`src/rtl/mem_port_arbiter_if.sv`:
```
// mem_port_arbiter_if -- bundle of the two requester ports, the SRAM port and
// the conflict counter of mem_port_arbiter.
//   slave  : arbiter side (takes requests and dout0, drives grants/SRAM/rdata)
//   master : requester/SRAM side (drives requests and dout0)
//   if_*   : instruction-fetch port (read-only)
//   d_*    : data port (read/write)
//   csb0/web0/addr0/din0/dout0 : single-port SRAM, active-low controls
//   conflict_cnt : saturating count of cycles with both requests high
interface mem_port_arbiter_if #(
    parameter int ADDR_W = 8,
    parameter int DATA_W = 32
);
    logic              if_req;
    logic [ADDR_W-1:0] if_addr;
    logic              if_gnt;
    logic              if_rvalid;
    logic [DATA_W-1:0] if_rdata;

    logic              d_req;
    logic              d_we;
    logic [ADDR_W-1:0] d_addr;
    logic [DATA_W-1:0] d_wdata;
    logic              d_gnt;
    logic              d_rvalid;
    logic [DATA_W-1:0] d_rdata;

    logic              csb0;
    logic              web0;
    logic [ADDR_W-1:0] addr0;
    logic [DATA_W-1:0] din0;
    logic [DATA_W-1:0] dout0;

    logic [15:0]       conflict_cnt;

    modport slave (
        input  if_req, if_addr, d_req, d_we, d_addr, d_wdata, dout0,
        output if_gnt, if_rvalid, if_rdata, d_gnt, d_rvalid, d_rdata,
        output csb0, web0, addr0, din0, conflict_cnt
    );

    modport master (
        output if_req, if_addr, d_req, d_we, d_addr, d_wdata, dout0,
        input  if_gnt, if_rvalid, if_rdata, d_gnt, d_rvalid, d_rdata,
        input  csb0, web0, addr0, din0, conflict_cnt
    );
endinterface

```
`src/rtl/mem_port_arbiter.sv`:
```
// mem_port_arbiter -- shares one single-port SRAM between an instruction-fetch
// port and a data port. Grants are combinational; simultaneous requests are
// resolved by a 1-bit round-robin pointer that moves to the loser. Read data
// returns one cycle after the grant, steered by per-port ownership tags.
//   clk   : clock, rising edge
//   reset : asynchronous, active-high
//   bus   : mem_port_arbiter_if.slave (requester ports, SRAM port, counter)
module mem_port_arbiter #(
    parameter int ADDR_W = 8,
    parameter int DATA_W = 32
) (
    input  logic                 clk,
    input  logic                 reset,
    mem_port_arbiter_if.slave    bus
);

    typedef enum logic {
        PRI_IF = 1'b0,
        PRI_D  = 1'b1
    } pri_e;

    pri_e        ptr_q, ptr_d;
    logic        if_tag_q, if_tag_d;
    logic        d_tag_q, d_tag_d;
    logic [15:0] cnt_q, cnt_d;

    logic              conflict;
    logic              d_win;
    logic              if_gnt;
    logic              d_gnt;
    logic              csb;
    logic              web;
    logic [ADDR_W-1:0] addr;
    logic [DATA_W-1:0] din;

    always_comb begin
        conflict = bus.if_req & bus.d_req;
        // Data wins when alone, or on a conflict when the pointer favours it.
        d_win    = bus.d_req & (~bus.if_req | (ptr_q == PRI_D));
        if_gnt   = bus.if_req & ~d_win;
        d_gnt    = d_win;

        csb  = 1'b1;
        web  = 1'b1;
        addr = '0;
        din  = '0;
        if (d_gnt) begin
            csb  = 1'b0;
            web  = ~bus.d_we;
            addr = bus.d_addr;
            din  = bus.d_wdata;
        end else if (if_gnt) begin
            csb  = 1'b0;
            addr = bus.if_addr;
        end

        ptr_d    = ptr_q;
        if (conflict) begin
            // Point at the loser so it wins the next conflict.
            ptr_d = (ptr_q == PRI_IF) ? PRI_D : PRI_IF;
        end
        if_tag_d = if_gnt;
        d_tag_d  = d_gnt & ~bus.d_we;
        cnt_d    = cnt_q;
        if (conflict && (cnt_q != 16'hFFFF)) begin
            cnt_d = cnt_q + 16'd1;
        end
    end

    always_ff @(posedge clk or posedge reset) begin
        if (reset) begin
            ptr_q    <= PRI_IF;
            if_tag_q <= 1'b0;
            d_tag_q  <= 1'b0;
            cnt_q    <= '0;
        end else begin
            ptr_q    <= ptr_d;
            if_tag_q <= if_tag_d;
            d_tag_q  <= d_tag_d;
            cnt_q    <= cnt_d;
        end
    end

    assign bus.if_gnt       = if_gnt;
    assign bus.d_gnt        = d_gnt;
    assign bus.csb0         = csb;
    assign bus.web0         = web;
    assign bus.addr0        = addr;
    assign bus.din0         = din;
    assign bus.if_rvalid    = if_tag_q;
    assign bus.d_rvalid     = d_tag_q;
    assign bus.if_rdata     = if_tag_q ? bus.dout0 : '0;
    assign bus.d_rdata      = d_tag_q ? bus.dout0 : '0;
    assign bus.conflict_cnt = cnt_q;

endmodule

```
`src/flat_wrapper.sv`:
```
// flat-port wrapper written by rule: the top's interface ports become plain ports
module mem_port_arbiter_flat 
#(
    parameter int ADDR_W = 8,
    parameter int DATA_W = 32
)
  (clk, reset, bus_if_req, bus_if_addr, bus_d_req, bus_d_we, bus_d_addr, bus_d_wdata, bus_dout0, bus_if_gnt, bus_if_rvalid, bus_if_rdata, bus_d_gnt, bus_d_rvalid, bus_d_rdata, bus_csb0, bus_web0, bus_addr0, bus_din0, bus_conflict_cnt);
  mem_port_arbiter_if #(.ADDR_W(ADDR_W), .DATA_W(DATA_W)) bus_i ();
  input  logic clk;
  input  logic reset;
  input wire logic [$bits(bus_i.if_req)-1:0] bus_if_req;
  input wire logic [$bits(bus_i.if_addr)-1:0] bus_if_addr;
  input wire logic [$bits(bus_i.d_req)-1:0] bus_d_req;
  input wire logic [$bits(bus_i.d_we)-1:0] bus_d_we;
  input wire logic [$bits(bus_i.d_addr)-1:0] bus_d_addr;
  input wire logic [$bits(bus_i.d_wdata)-1:0] bus_d_wdata;
  input wire logic [$bits(bus_i.dout0)-1:0] bus_dout0;
  output wire logic [$bits(bus_i.if_gnt)-1:0] bus_if_gnt;
  output wire logic [$bits(bus_i.if_rvalid)-1:0] bus_if_rvalid;
  output wire logic [$bits(bus_i.if_rdata)-1:0] bus_if_rdata;
  output wire logic [$bits(bus_i.d_gnt)-1:0] bus_d_gnt;
  output wire logic [$bits(bus_i.d_rvalid)-1:0] bus_d_rvalid;
  output wire logic [$bits(bus_i.d_rdata)-1:0] bus_d_rdata;
  output wire logic [$bits(bus_i.csb0)-1:0] bus_csb0;
  output wire logic [$bits(bus_i.web0)-1:0] bus_web0;
  output wire logic [$bits(bus_i.addr0)-1:0] bus_addr0;
  output wire logic [$bits(bus_i.din0)-1:0] bus_din0;
  output wire logic [$bits(bus_i.conflict_cnt)-1:0] bus_conflict_cnt;
  assign bus_i.if_req = bus_if_req;
  assign bus_i.if_addr = bus_if_addr;
  assign bus_i.d_req = bus_d_req;
  assign bus_i.d_we = bus_d_we;
  assign bus_i.d_addr = bus_d_addr;
  assign bus_i.d_wdata = bus_d_wdata;
  assign bus_i.dout0 = bus_dout0;
  assign bus_if_gnt = bus_i.if_gnt;
  assign bus_if_rvalid = bus_i.if_rvalid;
  assign bus_if_rdata = bus_i.if_rdata;
  assign bus_d_gnt = bus_i.d_gnt;
  assign bus_d_rvalid = bus_i.d_rvalid;
  assign bus_d_rdata = bus_i.d_rdata;
  assign bus_csb0 = bus_i.csb0;
  assign bus_web0 = bus_i.web0;
  assign bus_addr0 = bus_i.addr0;
  assign bus_din0 = bus_i.din0;
  assign bus_conflict_cnt = bus_i.conflict_cnt;
  mem_port_arbiter #(.ADDR_W(ADDR_W), .DATA_W(DATA_W)) u_core (.clk(clk), .reset(reset), .bus(bus_i));
endmodule
```
`config.mk`:
```
export PLATFORM = sky130hd
export DESIGN_NAME = mem_port_arbiter_flat
export DESIGN_NICKNAME = d
export VERILOG_FILES = /design/src/rtl/mem_port_arbiter_if.sv /design/src/rtl/mem_port_arbiter.sv /design/src/flat_wrapper.sv
export SDC_FILE = /design/constraint.sdc
export NUM_CORES = 1
export LEC_CHECK = 0
export BUFFER_PORTS_ARGS = -buffer_cell sky130_fd_sc_hd__clkbuf_2
export CAP_MARGIN = 25
export CORE_AREA = 5 5 78 80
export DETAILED_ROUTE_END_ITERATION = 10
export DIE_AREA = 0 0 83 85
export PLACE_DENSITY_LB_ADDON = 0.25
export SYNTH_ARGS = -nofsm -noshare
export SYNTH_HDL_FRONTEND = slang
export SYNTH_SLANG_ARGS = --single-unit
export TNS_END_PERCENT = 10
```
`constraint.sdc`:
```
create_clock -name clk -period 2.9 [get_ports clk]
set_input_delay 0.58 -clock clk [delete_from_list [all_inputs] [get_ports clk]]
set_output_delay 0.58 -clock clk [all_outputs]
set_load 0.03 [all_outputs]
```
Yosys cells after proc, flatten, opt, wreduce, memory -nomap -nowiden
Index checks and enable logic that the tools add are counted.
{"block": "classes", "n_reduce_logical": 1, "muxes": 9, "add_sub_neg": 1, "n_eq_ne": 1, "n_bitwise": 8}
{"operator": "32-bit 2-to-1 mux", "count": 3}
{"operator": "16-bit by 1-bit adder with 16-bit output (second input constant)", "count": 1}
{"operator": "8-bit 2-to-1 mux", "count": 2}
{"operator": "16-bit inequality test (second input constant)", "count": 1}
{"operator": "1-bit AND", "count": 4}
{"operator": "1-bit 2-to-1 mux", "count": 4}
{"operator": "1-bit inverter", "count": 3}
{"operator": "1-bit logical AND", "count": 1}
{"operator": "1-bit bitwise OR", "count": 1}
{"block": "word_totals", "wordCells": 24, "out_inout_bits": 126, "input_bits": 85, "register_bits": 19}

Longest topological paths before layout
{"block": "depth", "ltp_word": 7, "mapped_depth": 5, "ltp_nobuf": 5}

Least setup slack after synthesis
No wires, ideal clock.
{"block": "synth_path", "kind": "in2out", "from": "input bus_d_req", "to": "output bus_addr0[0]", "slack_ns": 0.484, "cell_stages": 4, "arrival_time_ns": 1.836, "path_buffers": 1, "t_required_ns": 2.320, "cell_sequence": "a21boi_1 > clkbuf_1 > nand2_1 > o21ai_0"}
{"block": "synth_between", "elab_chain_cells": 5}
{"element": "from (decl)", "line_no": "flat_wrapper.sv:13", "text": "input wire logic [$bits(bus_i.d_req)-1:0] bus_d_req;"}
{"element": "1-bit AND *", "line_no": "mem_port_arbiter.sv:39", "text": "d_win = bus.d_req & (~bus.if_req | (ptr_q == PRI_D));"}
{"element": "via bus_d_gnt", "line_no": "flat_wrapper.sv:21", "text": "output wire logic [$bits(bus_i.d_gnt)-1:0] bus_d_gnt;"}
{"element": "1-bit inverter", "line_no": "mem_port_arbiter.sv:40", "text": "if_gnt = bus.if_req & ~d_win;"}
{"element": "1-bit AND", "line_no": "mem_port_arbiter.sv:40"}
{"element": "8-bit 2-to-1 mux", "line_no": "mem_port_arbiter.sv:52", "text": "end else if (if_gnt) begin"}
{"element": "8-bit 2-to-1 mux *", "line_no": "mem_port_arbiter.sv:47", "text": "if (d_gnt) begin"}
{"element": "to (decl)", "line_no": "flat_wrapper.sv:26", "text": "output wire logic [$bits(bus_i.addr0)-1:0] bus_addr0;"}
Mark *: on every way through the listed nets, which the timed path passes. The rest lies on a longest branch.

Worst setup path after layout
{"block": "layout_path", "from": "input bus_if_req", "to": "output bus_addr0[1]"}
{"block": "layout_between", "elab_chain_cells": 7}
{"element": "from (decl)", "line_no": "flat_wrapper.sv:11", "text": "input wire logic [$bits(bus_i.if_req)-1:0] bus_if_req;"}
{"element": "1-bit inverter", "line_no": "mem_port_arbiter.sv:39"}
{"element": "1-bit bitwise OR", "line_no": "mem_port_arbiter.sv:39"}
{"element": "1-bit AND", "line_no": "mem_port_arbiter.sv:39"}
{"element": "1-bit inverter", "line_no": "mem_port_arbiter.sv:40"}
{"element": "1-bit AND", "line_no": "mem_port_arbiter.sv:40"}
{"element": "8-bit 2-to-1 mux", "line_no": "mem_port_arbiter.sv:52"}
{"element": "8-bit 2-to-1 mux *", "line_no": "mem_port_arbiter.sv:47"}
Mark *: on every way between the ends. The rest lies on a longest branch, timed or not.

==> impl_metrics.json <==
{
  "worstPathArrival_ns": 1.76,
  "synth_edf_count": 0,
  "relSlewSlack_pct": 50.4,
  "power.leakage_nw": 1.73,
  "worst-path-buf-inv": 3,
  "grt_pass1_vias": 2114,
  "port_buffers": 210,
  "initial_core_util_pct": 31.3,
  "post_synth_xor_area_fraction_pct": 8.38,
  "cp-start-kind": "input pin",
  "synth_flop_cell": "dfrtp_1",
  "hold_viol_final": 0,
  "cts_hold_buf": 0,
  "setup.worst_path.end": "bus_addr0[1]",
  "drt_iter0_markers": 51,
  "antenna_found_initial": 0,
  "tritoncts": "done",
  "drive_gt1_share_pct": 53.4,
  "insertion_delay_ns": 0.25,
  "setup_viol": 0,
  "fin_skew_ns": 0.00209,
  "ant_nets": 0,
  "reg2reg_from": "u_core.bus.conflict_cnt[14]$_DFFE_PP0P_",
  "place_hpwl_mm": 6.27,
  "cp-startpoint": "bus_if_req",
  "syn-cell-area_um2": 1670,
  "grt_overflow": 0,
  "worst-setup-path-type": "input pin to output port",
  "crit_path_end_kind": "output port",
  "row_count": 27,
  "io_pins": 211,
  "worstPathRequired_ns": 2.32,
  "grt_pass1_wl_mm": 11.3,
  "cts_buffers": 3,
  "gp_congestion": 0.937,
  "fp.dieH_um": 85,
  "num_antenna_cells": 0,
  "dp.cells": 484,
  "syn_nets": 299,
  "dr.pass1.iters": 4,
  "grt_max_degree": 53,
  "synth-simple-area-share_pct": 55.6,
  "crit_top_cell": "clkbuf_2",
  "finalCritPeriodShare_pct": 80.5,
  "reg2regPathDepth": 4,
  "ctsResizeCount": 0,
  "viasPerCell": 4.35,
  "use_met1_pct": 24.3,
  "area_growth_pct": 69.0,
  "ir_drop_uv": 525,
  "ys_seq_elements": 19,
  "fin_cells": 488,
  "slew_viol_final": 0,
  "synthAdderAreaFrac_pct": 0.748,
  "final.min_clock_period_ns": 2.34,
  "cp_cell_sequence": "clkbuf_2 -> a21boi_2 -> buf_4 -> nand2_1 -> o21ai_0 -> clkbuf_2",
  "rrSetupSlack_ns": 1.12,
  "cts.sinks": 19,
  "die-area_um2": 7060,
  "cp_max_fo": 52,
  "power_mw": 1.46,
  "track_usage_pct": 19.7,
  "synth_compound_area_share_pct": 2.84,
  "power_density_nw_per_um2": 518,
  "tightest_slew_ns": 0.743,
  "fmax_mhz": 428,
  "clk_pin_slew_ns": 0.07,
  "status": "finished clean",
  "tns_ns": 0,
  "postRouteWirelength_mm": 7.31,
  "crit_family": "buffers and inverters",
  "synth_top_family_by_area": "simple AND/OR/NAND/NOR gates",
  "core_um2": 5340,
  "grt_setup_unrepaired": "false",
  "r2r_end": "u_core.bus.conflict_cnt[1]$_DFFE_PP0P_",
  "met3_usage_pct": 8.83,
  "crit_slowest_cell": "buf_4",
  "synth_cell_type_count": 26,
  "cap_violations": 0,
  "num-nets-final": 503,
  "wire_per_inst_um": 15.0,
  "netlist_instances": 213,
  "top_usage_layer": "met2",
  "cts_setup_buffers": 0,
  "hp-class": "input pin to async pin",
  "cts_max_level": 1,
  "die_x_um": 83,
  "vias": 2121,
  "clock_path_buffers": 2,
  "path_depth": 6,
  "cts-root-buf": "clkbuf_8",
  "drc": 0,
  "use_met2_pct": 31.9,
  "synth-async-reset-ratio_pct": 100,
  "synthMuxAreaShare_pct": 0.898,
  "max_stage_delay_ns": 0.35,
  "seq_area_frac_synth_pct": 28.4,
  "ys_warn_count": 0,
  "syn_area_per_cell_um2": 7.85
}
[final cells by class]
class / count / area [µm²]
Fill cell: 582 / 2510
Timing Repair Buffer: 211 / 1060
Multi-Input combinational cell: 180 / 1150
Clock buffer: 3 / 41.3
Tap cell: 72 / 90.1
Inverter: 2 / 7.51
Clock inverter: 1 / 5.00
Sequential cell: 19 / 475
[per-stage QoR]
step	setup slack (ns)	utilization (%)	hold slack, ns	instance area [µm²]
3_3_place_gp	0.633	52.1	0.463	2780
6_report	0.564	53.0	0.428	2830
2_1_floorplan	0.484	-	0.446	1670
5_1_grt	0.454	53.0	0.502	2830
4_1_cts	0.562	53.0	0.446	2830
3_5_place_dp	0.561	52.1	0.463	2780
[cells in the final DEF (no fill, tap or decap)]
cell type,synthesis,routed
and4_1,2,2
nor2b_1,2,2
inv_1,2,2
nor2_1,3,3
dfrtp_1,19,19
nor4_1,2,2
nand3_1,5,5
nand2_1,22,22
clkinv_2,0,1
nor4b_1,1,1
o21ai_0,8,8
a21boi_2,0,1
or2_1,1,1
nand4_4,1,1
mux2_4,1,1
nand4_1,1,1
and2_1,96,96
nor2_2,1,1
nor4_4,1,1
ha_1,1,1
xor2_1,15,15
clkbuf_2,0,210
buf_4,0,1
nor3_1,9,9
nand4_2,2,2
nor3b_1,2,2
clkbuf_8,0,3
xnor2_1,1,1
and3_1,2,2
[flip-flops by register name, summed over array words and instances, names as in the netlist]
name / flops
u_core.bus.if_rvalid: 1
u_core.bus.d_rvalid: 1
u_core.ptr_q: 1
u_core.bus.conflict_cnt: 16
[worst register-to-register path: cells and delay by family, from the launching register on]
family | cells | cell delay [ns]
and+or+nand+nor | 3 | 0.93
DFF | 1 | 0.43
muxes | 1 | 0.31
[cell families (layout without fill, tap and decap cells)]
| group | after synthesis | in the layout |
|---|---|---|
| DFF | 19 | 19 |
| buffers and inverters | 14 | 217 |
| xor gates and xnor gates | 16 | 16 |
| and+or+nand+nor | 153 | 153 |
| AOI/OAI and AO/OA | 9 | 9 |
| adders and majority gates | 1 | 1 |
| muxes | 1 | 1 |
[cell usage after synthesis, types with 2 or more instances]
library cell  instances  area share [%]
and2_1               96              36
nand2_1              22             4.9
dfrtp_1              19              28
xor2_1               15             7.9
clkbuf_1             12             2.7
nor3_1                9             2.7
o21ai_0               8             2.4
nand3_1               5             1.5
nor2_1                3            0.67
and3_1                2            0.75
and4_1                2             1.0
inv_1                 2            0.45
nand4_2               2             1.5
nor2b_1               2            0.75
nor3b_1               2            0.90
nor4_1                2            0.75
[how the worst min path moves through the flow]
stage                              from                                       to  slack [ns]  cells after the start
3_5_place_dp   u_core.ptr_q$_DFFE_PP0P_                 u_core.ptr_q$_DFFE_PP0P_        0.46                      1
2_1_floorplan  u_core.ptr_q$_DFFE_PP0P_                 u_core.ptr_q$_DFFE_PP0P_        0.45                      1
5_1_grt                        bus_d_we            u_core.bus.d_rvalid$_DFF_PP0_        0.50                      2
3_3_place_gp   u_core.ptr_q$_DFFE_PP0P_                 u_core.ptr_q$_DFFE_PP0P_        0.46                      1
6_report                          reset  u_core.bus.conflict_cnt[11]$_DFFE_PP0P_        0.43                      2
4_1_cts                           reset  u_core.bus.conflict_cnt[13]$_DFFE_PP0P_        0.45                      2
[power breakdown]
group | internal, mW | leakage (nW) | switching (mW)
clock network | 0.0953 | 0.0255 | 0.0864
logic | 0.277 | 1.46 | 0.586
registers | 0.320 | 0.245 | 0.0984
total | 0.693 | 1.73 | 0.771
[routing by layer]
layer | wire (µm) | vias to the layer above
met4 | 74 | 0
met3 | 850 | 4
met1 | 3020 | 921
met2 | 3360 | 105
met5 | 0 | -
li1 | - | 1091
No activity file was read; power rests on OpenSTA's default activity.
